<file path="config.mk">
export PLATFORM = sky130hd
export DESIGN_NAME = mem_access
export DESIGN_NICKNAME = d
export VERILOG_FILES = /design/src/rtl/mem_access.sv
export SDC_FILE = /design/constraint.sdc
export NUM_CORES = 1
export LEC_CHECK = 0
export CAP_MARGIN = 5
export CORE_ASPECT_RATIO = 1.25
export CORE_MARGIN = 10
export CORE_UTILIZATION = 42
export DETAILED_ROUTE_END_ITERATION = 8
export GPL_TIMING_DRIVEN = 0
export HOLD_SLACK_MARGIN = 0.1
export PLACE_DENSITY = 0.75
export SYNTH_ARGS = -nofsm -noshare
export SYNTH_HDL_FRONTEND = slang
export SYNTH_SLANG_ARGS = --single-unit
</file>
<file path="constraint.sdc">
create_clock -name clk -period 2.3 [get_ports clk]
set_clock_uncertainty 0.1 [all_clocks]
set_input_delay 0.46 -clock clk [delete_from_list [all_inputs] [get_ports clk]]
set_output_delay 0.46 -clock clk [all_outputs]
set_load 0.05 [all_outputs]
</file>
<file path="src/rtl/mem_access.sv">
// Memory-access pipeline stage: issues dword-aligned data-memory requests, extends load data and
// registers writeback outputs. Optional build macro MEM_MISALIGN_TRAP_EN traps misaligned accesses.
package mem_access_pkg;
    typedef enum logic [2:0] {
        LsB  = 3'd0,
        LsH  = 3'd1,
        LsW  = 3'd2,
        LsD  = 3'd3,
        LsBU = 3'd4,
        LsHU = 3'd5,
        LsWU = 3'd6
    } load_store_variant_e;
endpackage

module mem_access
    import mem_access_pkg::*;
#(
    parameter int unsigned ADDR_W    = 64,
    parameter bit          RESP_HOLD = 1'b1
) (
    input  logic                clk,
    input  logic                rst_n,
    input  logic                ex_valid,
    input  logic [63:0]         ex_result,
    input  logic [63:0]         ex_store_data,
    input  logic                ex_is_mem,
    input  logic                ex_is_write,
    input  load_store_variant_e ex_ls_variant,
    input  logic [4:0]          ex_rd,
    input  logic                ex_write_to_rd,
    input  logic                ex_is_final,
    output logic                dmem_req_valid,
    input  logic                dmem_req_ready,
    output logic [ADDR_W-1:0]   dmem_addr,
    output logic                dmem_we,
    output logic [7:0]          dmem_wstrb,
    output logic [63:0]         dmem_wdata,
    input  logic                dmem_resp_valid,
    input  logic [63:0]         dmem_rdata,
    output logic                wb_valid_q,
    output logic [4:0]          wb_rd_q,
    output logic [63:0]         wb_data_q,
    output logic                wb_write_to_rd_q,
    output logic                wb_is_final_q,
    output logic                misalign_fault,
    input  logic                stall_in,
    output logic                stall_out
);

    typedef enum logic [1:0] {StIdle, StReq, StResp, StDone} state_e;

    state_e              state_q, state_d;
    logic [63:0]         cap_addr_q, cap_addr_d;
    logic [63:0]         cap_data_q, cap_data_d;
    load_store_variant_e cap_var_q, cap_var_d;
    logic [4:0]          cap_rd_q, cap_rd_d;
    logic                cap_wtr_q, cap_wtr_d;
    logic                cap_final_q, cap_final_d;
    logic                cap_we_q, cap_we_d;
    logic                cap_mis_q, cap_mis_d;
    logic [63:0]         hold_q, hold_d;

    logic                wb_valid_d;
    logic [4:0]          wb_rd_d;
    logic [63:0]         wb_data_d;
    logic                wb_write_to_rd_d;
    logic                wb_is_final_d;

    logic [2:0]          ex_mask;
    logic                ex_misaligned;
    logic [63:0]         ex_addr_aligned;
    logic [2:0]          lane;
    logic [7:0]          strb_base;
    logic [63:0]         rshift;
    logic [63:0]         load_ext;

    function automatic logic [2:0] size_mask(input load_store_variant_e v);
        logic [2:0] m;
        case (v)
            LsB, LsBU: m = 3'b000;
            LsH, LsHU: m = 3'b001;
            LsW, LsWU: m = 3'b011;
            default:   m = 3'b111;
        endcase
        return m;
    endfunction

    assign ex_mask         = size_mask(ex_ls_variant);
    assign ex_misaligned   = |(ex_result[2:0] & ex_mask);
    assign ex_addr_aligned = {ex_result[63:3], ex_result[2:0] & ~ex_mask};

    assign lane   = cap_addr_q[2:0];
    assign rshift = dmem_rdata >> {lane, 3'b000};

    always_comb begin
        strb_base = 8'hFF;
        case (cap_var_q)
            LsB, LsBU: strb_base = 8'h01;
            LsH, LsHU: strb_base = 8'h03;
            LsW, LsWU: strb_base = 8'h0F;
            default:   strb_base = 8'hFF;
        endcase
    end

    always_comb begin
        load_ext = rshift;
        case (cap_var_q)
            LsB:     load_ext = {{56{rshift[7]}}, rshift[7:0]};
            LsH:     load_ext = {{48{rshift[15]}}, rshift[15:0]};
            LsW:     load_ext = {{32{rshift[31]}}, rshift[31:0]};
            LsBU:    load_ext = {56'd0, rshift[7:0]};
            LsHU:    load_ext = {48'd0, rshift[15:0]};
            LsWU:    load_ext = {32'd0, rshift[31:0]};
            default: load_ext = rshift;
        endcase
    end

    // Request fields are only driven while the request is live so reset leaves them all zero.
    assign dmem_req_valid = (state_q == StReq);
    assign dmem_addr      = dmem_req_valid ? {cap_addr_q[ADDR_W-1:3], 3'b000} : '0;
    assign dmem_we        = dmem_req_valid & cap_we_q;
    assign dmem_wstrb     = dmem_req_valid ? (strb_base << lane) : 8'h00;
    assign dmem_wdata     = dmem_req_valid ? (cap_data_q << {lane, 3'b000}) : 64'd0;

    assign stall_out = stall_in | (state_q != StIdle) | (ex_valid & ex_is_mem);

`ifdef MEM_MISALIGN_TRAP_EN
    logic misalign_q, misalign_d;
    assign misalign_fault = misalign_q;
`else
    assign misalign_fault = 1'b0;
`endif

    always_comb begin
        state_d          = state_q;
        cap_addr_d       = cap_addr_q;
        cap_data_d       = cap_data_q;
        cap_var_d        = cap_var_q;
        cap_rd_d         = cap_rd_q;
        cap_wtr_d        = cap_wtr_q;
        cap_final_d      = cap_final_q;
        cap_we_d         = cap_we_q;
        cap_mis_d        = cap_mis_q;
        hold_d           = hold_q;
        // Writeback holds under stall, otherwise defaults to a bubble.
        wb_valid_d       = stall_in ? wb_valid_q : 1'b0;
        wb_rd_d          = wb_rd_q;
        wb_data_d        = wb_data_q;
        wb_write_to_rd_d = wb_write_to_rd_q;
        wb_is_final_d    = wb_is_final_q;
`ifdef MEM_MISALIGN_TRAP_EN
        misalign_d       = 1'b0;
`endif

        case (state_q)
            StIdle: begin
                if (ex_valid && ex_is_mem) begin
                    cap_addr_d  = ex_addr_aligned;
                    cap_data_d  = ex_store_data;
                    cap_var_d   = ex_ls_variant;
                    cap_rd_d    = ex_rd;
                    cap_wtr_d   = ex_write_to_rd;
                    cap_final_d = ex_is_final;
                    cap_we_d    = ex_is_write;
`ifdef MEM_MISALIGN_TRAP_EN
                    cap_mis_d   = ex_misaligned;
                    if (!stall_in) begin
                        if (ex_misaligned) begin
                            state_d    = StDone;
                            misalign_d = 1'b1;
                        end else begin
                            state_d = StReq;
                        end
                    end
`else
                    cap_mis_d   = 1'b0;
                    if (!stall_in) begin
                        state_d = StReq;
                    end
`endif
                end else if (ex_valid && !stall_in) begin
                    wb_valid_d       = 1'b1;
                    wb_rd_d          = ex_rd;
                    wb_data_d        = ex_result;
                    wb_write_to_rd_d = ex_write_to_rd;
                    wb_is_final_d    = ex_is_final;
                end
            end
            StReq: begin
                if (dmem_req_ready) begin
                    state_d = cap_we_q ? StDone : StResp;
                end
            end
            StResp: begin
                if (dmem_resp_valid) begin
                    if (RESP_HOLD) begin
                        hold_d  = load_ext;
                        state_d = StDone;
                    end else begin
                        // No hold register: the response is guaranteed not to arrive under stall.
                        wb_valid_d       = 1'b1;
                        wb_rd_d          = cap_rd_q;
                        wb_data_d        = load_ext;
                        wb_write_to_rd_d = cap_wtr_q;
                        wb_is_final_d    = cap_final_q;
                        state_d          = StIdle;
                    end
                end
            end
            StDone: begin
                if (!stall_in) begin
                    wb_valid_d       = 1'b1;
                    wb_rd_d          = cap_rd_q;
                    wb_data_d        = (!cap_we_q && !cap_mis_q) ? hold_q : 64'd0;
                    wb_write_to_rd_d = cap_wtr_q & !cap_we_q & !cap_mis_q;
                    wb_is_final_d    = cap_final_q;
                    state_d          = StIdle;
                end
            end
            default: state_d = StIdle;
        endcase
    end

    always_ff @(posedge clk or negedge rst_n) begin
        if (!rst_n) begin
            state_q          <= StIdle;
            cap_addr_q       <= 64'd0;
            cap_data_q       <= 64'd0;
            cap_var_q        <= LsB;
            cap_rd_q         <= 5'd0;
            cap_wtr_q        <= 1'b0;
            cap_final_q      <= 1'b0;
            cap_we_q         <= 1'b0;
            cap_mis_q        <= 1'b0;
            hold_q           <= 64'd0;
            wb_valid_q       <= 1'b0;
            wb_rd_q          <= 5'd0;
            wb_data_q        <= 64'd0;
            wb_write_to_rd_q <= 1'b0;
            wb_is_final_q    <= 1'b0;
        end else begin
            state_q          <= state_d;
            cap_addr_q       <= cap_addr_d;
            cap_data_q       <= cap_data_d;
            cap_var_q        <= cap_var_d;
            cap_rd_q         <= cap_rd_d;
            cap_wtr_q        <= cap_wtr_d;
            cap_final_q      <= cap_final_d;
            cap_we_q         <= cap_we_d;
            cap_mis_q        <= cap_mis_d;
            hold_q           <= hold_d;
            wb_valid_q       <= wb_valid_d;
            wb_rd_q          <= wb_rd_d;
            wb_data_q        <= wb_data_d;
            wb_write_to_rd_q <= wb_write_to_rd_d;
            wb_is_final_q    <= wb_is_final_d;
        end
    end

`ifdef MEM_MISALIGN_TRAP_EN
    always_ff @(posedge clk or negedge rst_n) begin
        if (!rst_n) begin
            misalign_q <= 1'b0;
        end else begin
            misalign_q <= misalign_d;
        end
    end
`endif

endmodule

</file>
Word-level counts from Yosys, hierarchy flattened
Cells that the tools add are included.

Equality and inequality tests: 20. Shift operators: 3. Mux-type cells: 35. Bitwise gates (word level): 7. Reductions and logical operators: 19.

Operators with widths (number): 2-to-1 mux 64 bit (6); case mux 64 bit (6 select lines) (1); case mux 64 bit (2 select lines) (1); left shift 64 x 6 -> 64 bit (1); right shift 64 x 6 -> 64 bit (1); case mux 8 bit (3 select lines) (1); == test 3 bit (second input constant) (6); 2-to-1 mux 5 bit (3); != test 2 bit (second input constant) (6); OR reduction 2 bit (6); 2-to-1 mux 1 bit (11); 2-to-1 mux 2 bit (5); case mux 5 bit (2 select lines) (1); case mux 3 bit (3 select lines) (1); 2-to-1 mux 8 bit (1); case mux 2 bit (4 select lines) (1); left shift 8 x 3 -> 8 bit (1); == test 3 x 1 -> 1 bit (second input constant) (2); == test 3 x 2 -> 1 bit (second input constant) (2); logical NOT 3 bit (2); case mux 1 bit (2 select lines) (3); AND reduction 5 bit (1); == test 2 bit (second input constant) (2); AND reduction 2 bit (2); other kinds (11) (17).

Bits in registers: 277. Input bits: 210. Logic and storage cells: 98.

Logic depth before layout (Yosys ltp)
Gate-level depths: netlist of run 1.

Word-level depth: 5. Mapped depth: 9.

Least setup slack after synthesis of run 1
OpenSTA, ideal clock, no wires.

Kind: reg-to-output. From: register state_q[1]. To: output port dmem_wstrb[5]. Arrival: 2878 ps. Path slack: -1138 ps. Stages on the path, launching flop included: 7. Path through: dfrtp_1 inv_1 ha_1 clkbuf_1 clkbuf_1 o21ai_0 a211oi_1.

Longest elaborated chain between the ends: 2.

Ends and longest elaborated chain: start: declaration (RTL line 52) `state_e state_q, state_d;`; start signal: assignment (RTL line 226) `state_q <= StIdle;`; start signal: assignment (RTL line 242) `state_q <= state_d;`; == test 2 x 1 -> 1 bit (RTL line 119) `assign dmem_req_valid = (state_q == StReq);`; via dmem_req_valid (RTL line 32) `output logic dmem_req_valid,`; 2-to-1 mux 8 bit (RTL line 122) `assign dmem_wstrb = dmem_req_valid ? (strb_base << lane) : 8'h00;`; end: declaration (RTL line 36) `output logic [7:0] dmem_wstrb,`.

The timed path passes the listed nets, and every way through them passes these cells.

Worst setup path in the final report of run 1
From: register cap_addr_q[0]. To: output port dmem_wstrb[7].

Longest elaborated chain between the ends: 2.

Ends and longest elaborated chain: start: declaration (RTL line 53) `logic [63:0] cap_addr_q, cap_addr_d;`; start signal: assignment (RTL line 243) `cap_addr_q <= cap_addr_d;`; left shift 8 x 3 -> 8 bit (RTL line 122); 2-to-1 mux 8 bit (RTL line 122).

No other way between the ends.

==> flow_summary.json, run 1 <==
{
  "syn_area_per_cell_um2": 10.4,
  "yosysWarnings": 0,
  "rr_endpoint": "hold_q[39]",
  "final_common_cell": "dfrtp_1",
  "ys_ff_latch": 277,
  "fillers": 2617,
  "path_cells": "buf_6, buf_12, buf_12, buf_12, buf_12, nor2_1, nor2_1, nor2_1, nor3b_4, buf_6",
  "routed_via_density": 5.83,
  "rows": 79,
  "report.final.slew_viol_count": 0,
  "tightest_slew_ns": 0.744,
  "reg2reg_depth": 12,
  "antenna_left": 0,
  "drt-initial-drc-count": 1288,
  "end_kind": "output port",
  "synth_seq_area_share_pct": 44.2,
  "pwr-share-seq_pct": 21.8,
  "grt_pass1_wl_mm": 99.3,
  "crit_path_top_delay_cell": "dfrtp_1",
  "cap_violations": 0,
  "power_frac_comb_pct": 66.8,
  "cts_tree": "yes",
  "clk_pin_slew_ns": 0.07,
  "htreeDepth": 1,
  "async_reset_ff_share_pct": 100,
  "ios": 422,
  "syn_area_um2": 15700,
  "die_h_um": 236,
  "worst_hold_path_type": "input pin to async pin",
  "final_cell_mix": "274 x dfrtp_1, 208 x clkdlybuf4s50_1, 154 x a21oi_1, 152 x mux2_2, 134 x nor2_1",
  "hpwlAfterDp_mm": 50.7,
  "synth_edf_count": 0,
  "nets": 2285,
  "crit_type": "register to output port",
  "antenna_found_initial": 13,
  "port_buffers": 417,
  "final_cell_area_um2": 25600,
  "synth.distinct_cells": 45,
  "drt-pass1-iter-count": 7,
  "placed_cell_area_um2": 21000,
  "totalWireLength_mm": 70.7,
  "grt_max_degree": 123,
  "swShare_pct": 46.9,
  "preCtsSetupSlack_ns": -1.77,
  "peakVddDrop_mv": 1.05,
  "r2r-start": "cap_addr_q[0]",
  "post_drt_wl_per_cell_um": 27.3,
  "die_area_um2": 45500,
  "place_inst": 2409,
  "total_leakage_power_nw": 10.6,
  "clock-sinks": 277,
  "synth_flop_cell": "dfrtp_1",
  "critPathRequiredTime_ns": 1.74,
  "cts_buffers": 29,
  "area_delta_synth_final_pct": 63.3,
  "layout.core_utilization_pct": 69.1,
  "start_util_pct": 42.3,
  "setup_violations": 166,
  "path_max_fanout": 8,
  "postLayoutSetupSlackWorst_ns": -0.678,
  "place.gp.congestion": 0.927,
  "layout_min_cycle_time_ns": 2.98,
  "switchingPower_mw": 20.4,
  "power_frac_clock_pct": 11.4,
  "worst_ep_arrival_time_ns": 2.42,
  "cts_buffer_depth": 3,
  "rsz0062_at_grt": "true",
  "fmax_ghz": 0.336,
  "groute.usage.overall_pct": 28.9,
  "crit_path_max_incr_delay_ns": 0.35,
  "grt_pass1_vias": 15300,
  "drc_errors": 0,
  "reg2reg_slack_ns": -0.41,
  "fin_crit_sh_pct": 129,
  "start_kind": "register",
  "slew_headroom_pct": 50.4,
  "p_int_mw": 23.1,
  "grt-ovfl-total": 0,
  "layout-drive-gt1-share_pct": 42.4,
  "clkLatencyLatePin_ns": 0.58,
  "vias": 15100,
  "power_density_nw_per_um2": 1700,
  "crit_top_cell": "buf_12",
  "power_mw": 43.4,
  "stdcell_count": 2587,
  "syn-instance-count": 1501,
  "core-area_um2": 37100,
  "hold_viol_final": 0,
  "root_buffer": "clkbuf_16",
  "die_w_um": 193,
  "violations": "negative setup slack",
  "crit_path_start": "cap_addr_q[0]",
  "status": "finished with violations"
}
==> Yosys cell counts (9+ instances only) <==
master | count | share of area (%)
nor2_1 | 159 | 3.8
buf_4 | 9 | 0.43
nand2_1 | 66 | 1.6
mux4_2 | 53 | 7.6
and3_1 | 9 | 0.36
dfrtp_1 | 277 | 44
a22oi_1 | 9 | 0.43
mux2i_1 | 107 | 6.8
mux2_2 | 152 | 11
clkbuf_1 | 84 | 2.0
a21oi_1 | 184 | 5.9
a31oi_1 | 25 | 1.0
o21ai_0 | 52 | 1.7
buf_2 | 28 | 0.89
and2_1 | 81 | 3.2
nand2b_1 | 10 | 0.40
nor2b_1 | 103 | 4.1
==> routing by layer <==
metal  track usage (%)  vias up  wire length [um]
met3              7.04      195              6250
met1              32.8     7549             25400
li1                  -     6482                 -
met5                 0        -                63
met2              50.0      858             35700
met4              12.9       10              3270
==> power groups by stage <==
stage / sequential, mW / combinational (mW) / clock (mW)
2_1_floorplan: 10.7 / 13.0 / 0
6_report: 9.47 / 29.0 / 4.94
3_5_place_dp: 9.31 / 21.9 / 0
3_3_place_gp: 9.23 / 21.7 / 0
4_1_cts: 9.31 / 26.2 / 4.97
5_1_grt: 9.68 / 30.2 / 5.19
==> worst max-delay path by stage <==
stage,endpoint,slack [ns],cells past startpoint
6_report,dmem_wstrb[7],-0.68,10
5_1_grt,dmem_wdata[56],-0.70,8
4_1_cts,dmem_wdata[62],-0.67,9
3_5_place_dp,wb_data_q[0],-1.77,7
3_3_place_gp,cap_data_q[54],-11.14,1
2_1_floorplan,dmem_wstrb[5],-0.11,8
==> sequential cells by signal, summed over array words and instances (netlist names) <==
register          count
cap_addr_q           64
cap_data_q           64
hold_q               64
wb_data_q            64
cap_rd_q              5
wb_rd_q               5
cap_var_q             3
state_q               2
cap_final_q           1
cap_we_q              1
cap_wtr_q             1
wb_is_final_q         1
wb_valid_q            1
wb_write_to_rd_q      1
==> stage by stage <==
step / setup TNS, ns / hold WS [ns]
finish: -62.69 / 0.264
global route: -72.26 / 0.297
CTS: -65.81 / 0.270
detailed placement: -373.05 / 0.277
global placement: -3427.39 / 0.373
floorplan: -0.211 / 0.0644
==> cells by family (layout without fill, tap and decap cells) <==
kind of cell,Yosys count,in the layout,share of synthesized area [%]
DFF,277,277,44.2
other,1,13,0.0239
and+or+nand+nor,451,452,14.4
adders and majority gates,5,5,0.399
muxes,312,312,25.4
buffers and inverters,136,723,3.89
AOI/OAI and AO/OA,319,319,11.7
==> worst max-delay path, delay by kind of cell, from the launching register on <==
kind / cells / cell delay (ns)
buffers and inverters: 6 / 0.90
DFF: 1 / 0.35
and+or+nand+nor: 4 / 0.58
==> what timing repair did <==
action	4_1_cts	5_1_grt
endpoints found under the hold margin	39	0
hold buffers	1	0
resized for setup	1408	316
setup endpoints to repair	479	279
cloned	13	6
pin swaps	33	51
setup buffers	67	50
==> cell type report <==
class / instances / area, um^2 / share of cell area [%]
antenna: 9 / 22.5 / 0.0879
buffer: 117 / 1150 / 4.48
clock buffer: 40 / 857 / 3.35
clock inverter: 13 / 136 / 0.533
inverter: 6 / 37.5 / 0.147
multi-input combinational: 1092 / 9690 / 37.8
sequential: 277 / 6940 / 27.1
tap: 486 / 608 / 2.37
timing repair buffer: 547 / 6180 / 24.1
Power figures use the tool's default switching activity.
==> inputs of run 2 (changes only) <==
Settings changed: CORE_UTILIZATION 42 to 25, PLACE_DENSITY 0.75 to 0.5.
==> flow_summary.json, run 2 (synthesis results as in run 1) <==
{
  "place.gp.congestion": 0.885,
  "power_mw": 44.4,
  "cap_violations": 0,
  "postLayoutSetupSlackWorst_ns": -0.582,
  "end_kind": "output port",
  "clock-sinks": 277,
  "rows": 102,
  "cts_buffers": 34,
  "grt_max_degree": 108,
  "start_kind": "register",
  "die_h_um": 300,
  "final_cell_mix": "275 x dfrtp_1, 208 x clkdlybuf4s50_1, 170 x a21oi_1, 151 x mux2_2, 137 x buf_8",
  "cts_tree": "yes",
  "fin_crit_sh_pct": 125,
  "report.final.slew_viol_count": 0,
  "clk_pin_slew_ns": 0.06,
  "worst_ep_arrival_time_ns": 2.32,
  "slew_headroom_pct": 42.9,
  "crit_type": "register to output port",
  "totalWireLength_mm": 79.4,
  "antenna_left": 0,
  "power_density_nw_per_um2": 1680,
  "drt-pass1-iter-count": 5,
  "hold_viol_final": 0,
  "rsz0062_at_grt": "true",
  "drc_errors": 0,
  "grt-ovfl-total": 0,
  "layout-drive-gt1-share_pct": 41.2,
  "core-area_um2": 62000,
  "setup_violations": 166,
  "place_inst": 2756,
  "htreeDepth": 2,
  "peakVddDrop_mv": 0.758,
  "tightest_slew_ns": 0.856,
  "path_max_fanout": 8,
  "worst_hold_path_type": "register to register",
  "routed_via_density": 5.01,
  "status": "finished with violations",
  "final_common_cell": "dfrtp_1",
  "area_delta_synth_final_pct": 68.8,
  "groute.usage.overall_pct": 20.8,
  "total_leakage_power_nw": 11.2,
  "critPathRequiredTime_ns": 1.74,
  "die_w_um": 244,
  "ios": 422,
  "hpwlAfterDp_mm": 59.4,
  "die_area_um2": 73200,
  "nets": 2282,
  "start_util_pct": 25.3,
  "grt_pass1_wl_mm": 112,
  "violations": "negative setup slack",
  "stdcell_count": 2925,
  "port_buffers": 417,
  "vias": 14700,
  "clkLatencyLatePin_ns": 0.56,
  "fmax_ghz": 0.347,
  "drt-initial-drc-count": 1041,
  "antenna_found_initial": 11,
  "grt_pass1_vias": 15400,
  "post_drt_wl_per_cell_um": 27.1,
  "root_buffer": "clkbuf_16",
  "cts_buffer_depth": 3,
  "layout_min_cycle_time_ns": 2.88
}
==> run 2: cell count changes in the layout (fill, tap and decap cells not counted), sizes merged <==
cell	delta
clkinvlp	-2
clkbuf	+11
buf	-10
dlymetal6s2s	+72
bufinv	-2
dlygate4sd2	-72
diode	-8
clkinv	+3
==> run 2: stage by stage <==
stage / setup TNS (ns) / setup slack, ns / area [um^2] / utilization, % / hold WS [ns]
final: -52.50 / -0.582 / 26500 / 42.7 / 0.405
after global routing: -64.59 / -0.663 / 26500 / 42.7 / 0.396
after floorplan: -0.211 / -0.114 / 16200 / - / 0.0644
after detailed placement: -347.27 / -1.51 / 21500 / 34.6 / 0.381
after global placement: -3807.06 / -12.23 / 21400 / 34.5 / 0.379
after CTS: -60.99 / -0.646 / 25500 / 41.0 / 0.393
==> run 2: layout make-up <==
cell class | count | area, um^2
Antenna cell | 1 | 2.50
Fill cell | 5942 | 35500
Multi-Input combinational cell | 1092 | 9580
Clock buffer | 49 | 997
Inverter | 6 | 48.8
Clock inverter | 12 | 87.6
Timing Repair Buffer | 533 | 6400
Buffer | 123 | 1380
Tap cell | 832 | 1040
Sequential cell | 277 | 6930
==> run 2: worst paths after layout <==
path | startpoint | endpoint | slack (ns) | depth (start not counted)
worst max-delay path | cap_addr_q[1] | dmem_wdata[34] | -0.58 | 7
max in group asynchronous | rst_n | cap_data_q[43] | 0.57 | 3
worst min-delay path | cap_addr_q[16] | cap_addr_q[16] | 0.40 | 1
worst min register to register | cap_addr_q[16] | cap_addr_q[16] | 0.40 | 1
min in group asynchronous | rst_n | cap_addr_q[46] | 0.41 | 2
worst max register to register | cap_addr_q[0] | hold_q[40] | -0.23 | 10
==> run 2: metal layers <==
| metal | track usage, % | vias up | part of all wire [%] |
|---|---|---|---|
| met5 | 0 | - | 0.18 |
| met2 | 36.4 | 624 | 50 |
| met4 | 5.24 | 22 | 3.1 |
| met3 | 5.41 | 130 | 7.5 |
| li1 | - | 6459 | - |
| met1 | 24.9 | 7426 | 39 |
==> run 2: power by group <==
part | internal [mW] | switching (mW)
Combinational | 13.5 | 16.1
Clock | 3.04 | 2.31
Sequential | 7.34 | 2.16
==> run 2: critical path, cell delays in order, from the launching register on <==
cell	delay, ns
dfrtp_1	0.42
buf_12	0.17
buf_12	0.13
buf_12	0.15
buf_12	0.14
mux4_2	0.36
a22o_4	0.25
buf_8	0.15
==> run 2: repair_timing <==
item / in CTS / in global routing
gates cloned: 16 / 7
endpoints found under the setup margin: 482 / 352
gates resized for setup: 1463 / 273
buffers inserted: 61 / 37
pin swaps: 40 / 37
hold buffers: 1 / 0
endpoints found under the hold margin: 87 / 0
==> inputs of run 3 (changes only) <==
Settings changed: TNS_END_PERCENT set to 1.
==> flow_summary.json, run 3 (synthesis results as in run 1) <==
{
  "grt_pass1_vias": 14900,
  "nets": 2208,
  "preCtsSetupSlack_ns": -1.83,
  "critPathRequiredTime_ns": 1.74,
  "port_buffers": 417,
  "final_cell_mix": "274 x dfrtp_1, 208 x clkdlybuf4s50_1, 173 x a21oi_1, 152 x mux2_2, 142 x nor2_1",
  "drt-pass1-iter-count": 5,
  "final_common_cell": "dfrtp_1",
  "clock-sinks": 277,
  "groute.usage.overall_pct": 20.1,
  "postLayoutSetupSlackWorst_ns": -0.650,
  "fin_crit_sh_pct": 128,
  "layout_min_cycle_time_ns": 2.95,
  "path_max_fanout": 7,
  "cts_buffers": 35,
  "antenna_found_initial": 14,
  "post_drt_wl_per_cell_um": 26.9,
  "tightest_slew_ns": 0.944,
  "worst_ep_arrival_time_ns": 2.39,
  "slew_headroom_pct": 37.1,
  "cap_violations": 0,
  "fillers": 6191,
  "totalWireLength_mm": 76.6,
  "worst_hold_path_type": "input pin to async pin",
  "end_kind": "output port",
  "antenna_left": 0,
  "die_w_um": 244,
  "core-area_um2": 62000,
  "p_int_mw": 20.7,
  "r2r-start": "state_q[0]",
  "crit_type": "register to output port",
  "peakVddDrop_mv": 0.714,
  "layout-drive-gt1-share_pct": 32.8,
  "drt-initial-drc-count": 775,
  "power_frac_comb_pct": 63.0,
  "power_frac_clock_pct": 13.2,
  "clk_pin_slew_ns": 0.07,
  "hold_viol_final": 0,
  "rsz0062_at_grt": "true",
  "cts_tree": "yes",
  "ios": 422,
  "hold_ws_ns": 0.310,
  "swShare_pct": 48.0,
  "root_buffer": "clkbuf_16",
  "reg2reg_depth": 8,
  "fin_setup_tns_ns": -62.50,
  "reg2reg_slack_ns": -0.41,
  "grt-ovfl-total": 0,
  "violations": "negative setup slack",
  "drc_errors": 0,
  "rr_endpoint": "hold_q[10]",
  "fmax_ghz": 0.339,
  "power_mw": 39.8,
  "status": "finished with violations",
  "report.final.slew_viol_count": 0,
  "die_area_um2": 73200,
  "rows": 102,
  "grt_pass1_wl_mm": 109,
  "area_delta_synth_final_pct": 54.4,
  "htreeDepth": 2,
  "power_density_nw_per_um2": 1640,
  "start_kind": "register",
  "start_util_pct": 25.3,
  "place.gp.congestion": 0.888,
  "clkLatencyLatePin_ns": 0.56,
  "die_h_um": 300,
  "switchingPower_mw": 19.1,
  "routed_via_density": 4.97,
  "pwr-share-seq_pct": 23.7,
  "hpwlAfterDp_mm": 59.7,
  "grt_max_degree": 93,
  "cts_buffer_depth": 3,
  "vias": 14200,
  "total_leakage_power_nw": 10.2,
  "setup_violations": 214
}
## run 3: cell types whose count changed in the layout (fill, tap and decap cells not counted), moves of 17 or more
cell,change
and2_1,+43
and2_4,-44
buf_12,-18
buf_6,+25
buf_8,-84
clkbuf_1,+29
mux2i_1,+17
## run 3: stage by stage
stage	cell area (um^2)	cells	utilization (%)
after global placement	21200	2753	34.2
after CTS	23300	2841	37.5
after floorplan	16000	1504	-
after global routing	24200	2851	39.0
final	24200	2852	39.0
after detailed placement	21300	2758	34.4
## run 3: per-layer routing
layer | wire [um] | part of all wire [%] | GRT usage (%)
met5 | 138 | 0.18 | 0
met4 | 2470 | 3.2 | 6.14
met3 | 5530 | 7.2 | 5.61
met2 | 38100 | 50 | 34.7
met1 | 30400 | 40 | 23.8
## run 3: power by group through the flow
| stage | registers, mW | logic (mW) | clock network [mW] |
|---|---|---|---|
| 2_1_floorplan | 10.7 | 12.7 | 0 |
| 3_3_place_gp | 9.35 | 21.9 | 0 |
| 3_5_place_dp | 9.42 | 22.2 | 0 |
| 4_1_cts | 9.41 | 23.9 | 5.45 |
| 5_1_grt | 9.71 | 26.5 | 5.61 |
| 6_report | 9.43 | 25.1 | 5.27 |
## run 3: worst max-delay path by stage
stage,slack [ns],to,from
after floorplan,-0.16,dmem_wstrb[5],state_q[1]
after global placement,-12.12,cap_data_q[51],rst_n
after detailed placement,-1.83,dmem_wstrb[4],cap_addr_q[2]
after CTS,-0.70,dmem_wdata[57],cap_addr_q[0]
after global routing,-0.70,dmem_wdata[55],cap_addr_q[1]
final,-0.65,dmem_wdata[57],cap_addr_q[0]
## run 3: layout make-up
cell class	instances	area (um^2)	area share [%]
Multi-Input combinational cell	1091	8930	36.9
Clock buffer	49	958	3.96
Tap cell	832	1040	4.30
Antenna cell	2	5.00	0.0207
Timing Repair Buffer	455	5040	20.8
Inverter	6	27.5	0.114
Clock inverter	13	92.6	0.383
Buffer	127	1170	4.82
Sequential cell	277	6940	28.7
## run 3: worst max-delay path, cell delays in order, from the launching register on
cell and delay [ns]:
dfrtp_2 0.45, buf_12 0.17, buf_12 0.13, buf_16 0.15, mux2i_4 0.20, a21oi_4 0.29
mux2i_4 0.13, nor2b_4 0.13, buf_8 0.15
## run 3: what timing repair did
item,4_1_cts,5_1_grt
endpoints found under the setup margin,482,464
resized for setup,889,573
hold buffers,1,0
pin swaps,12,16
cloned,2,2
setup buffers,20,8
endpoints found under the hold margin,44,0
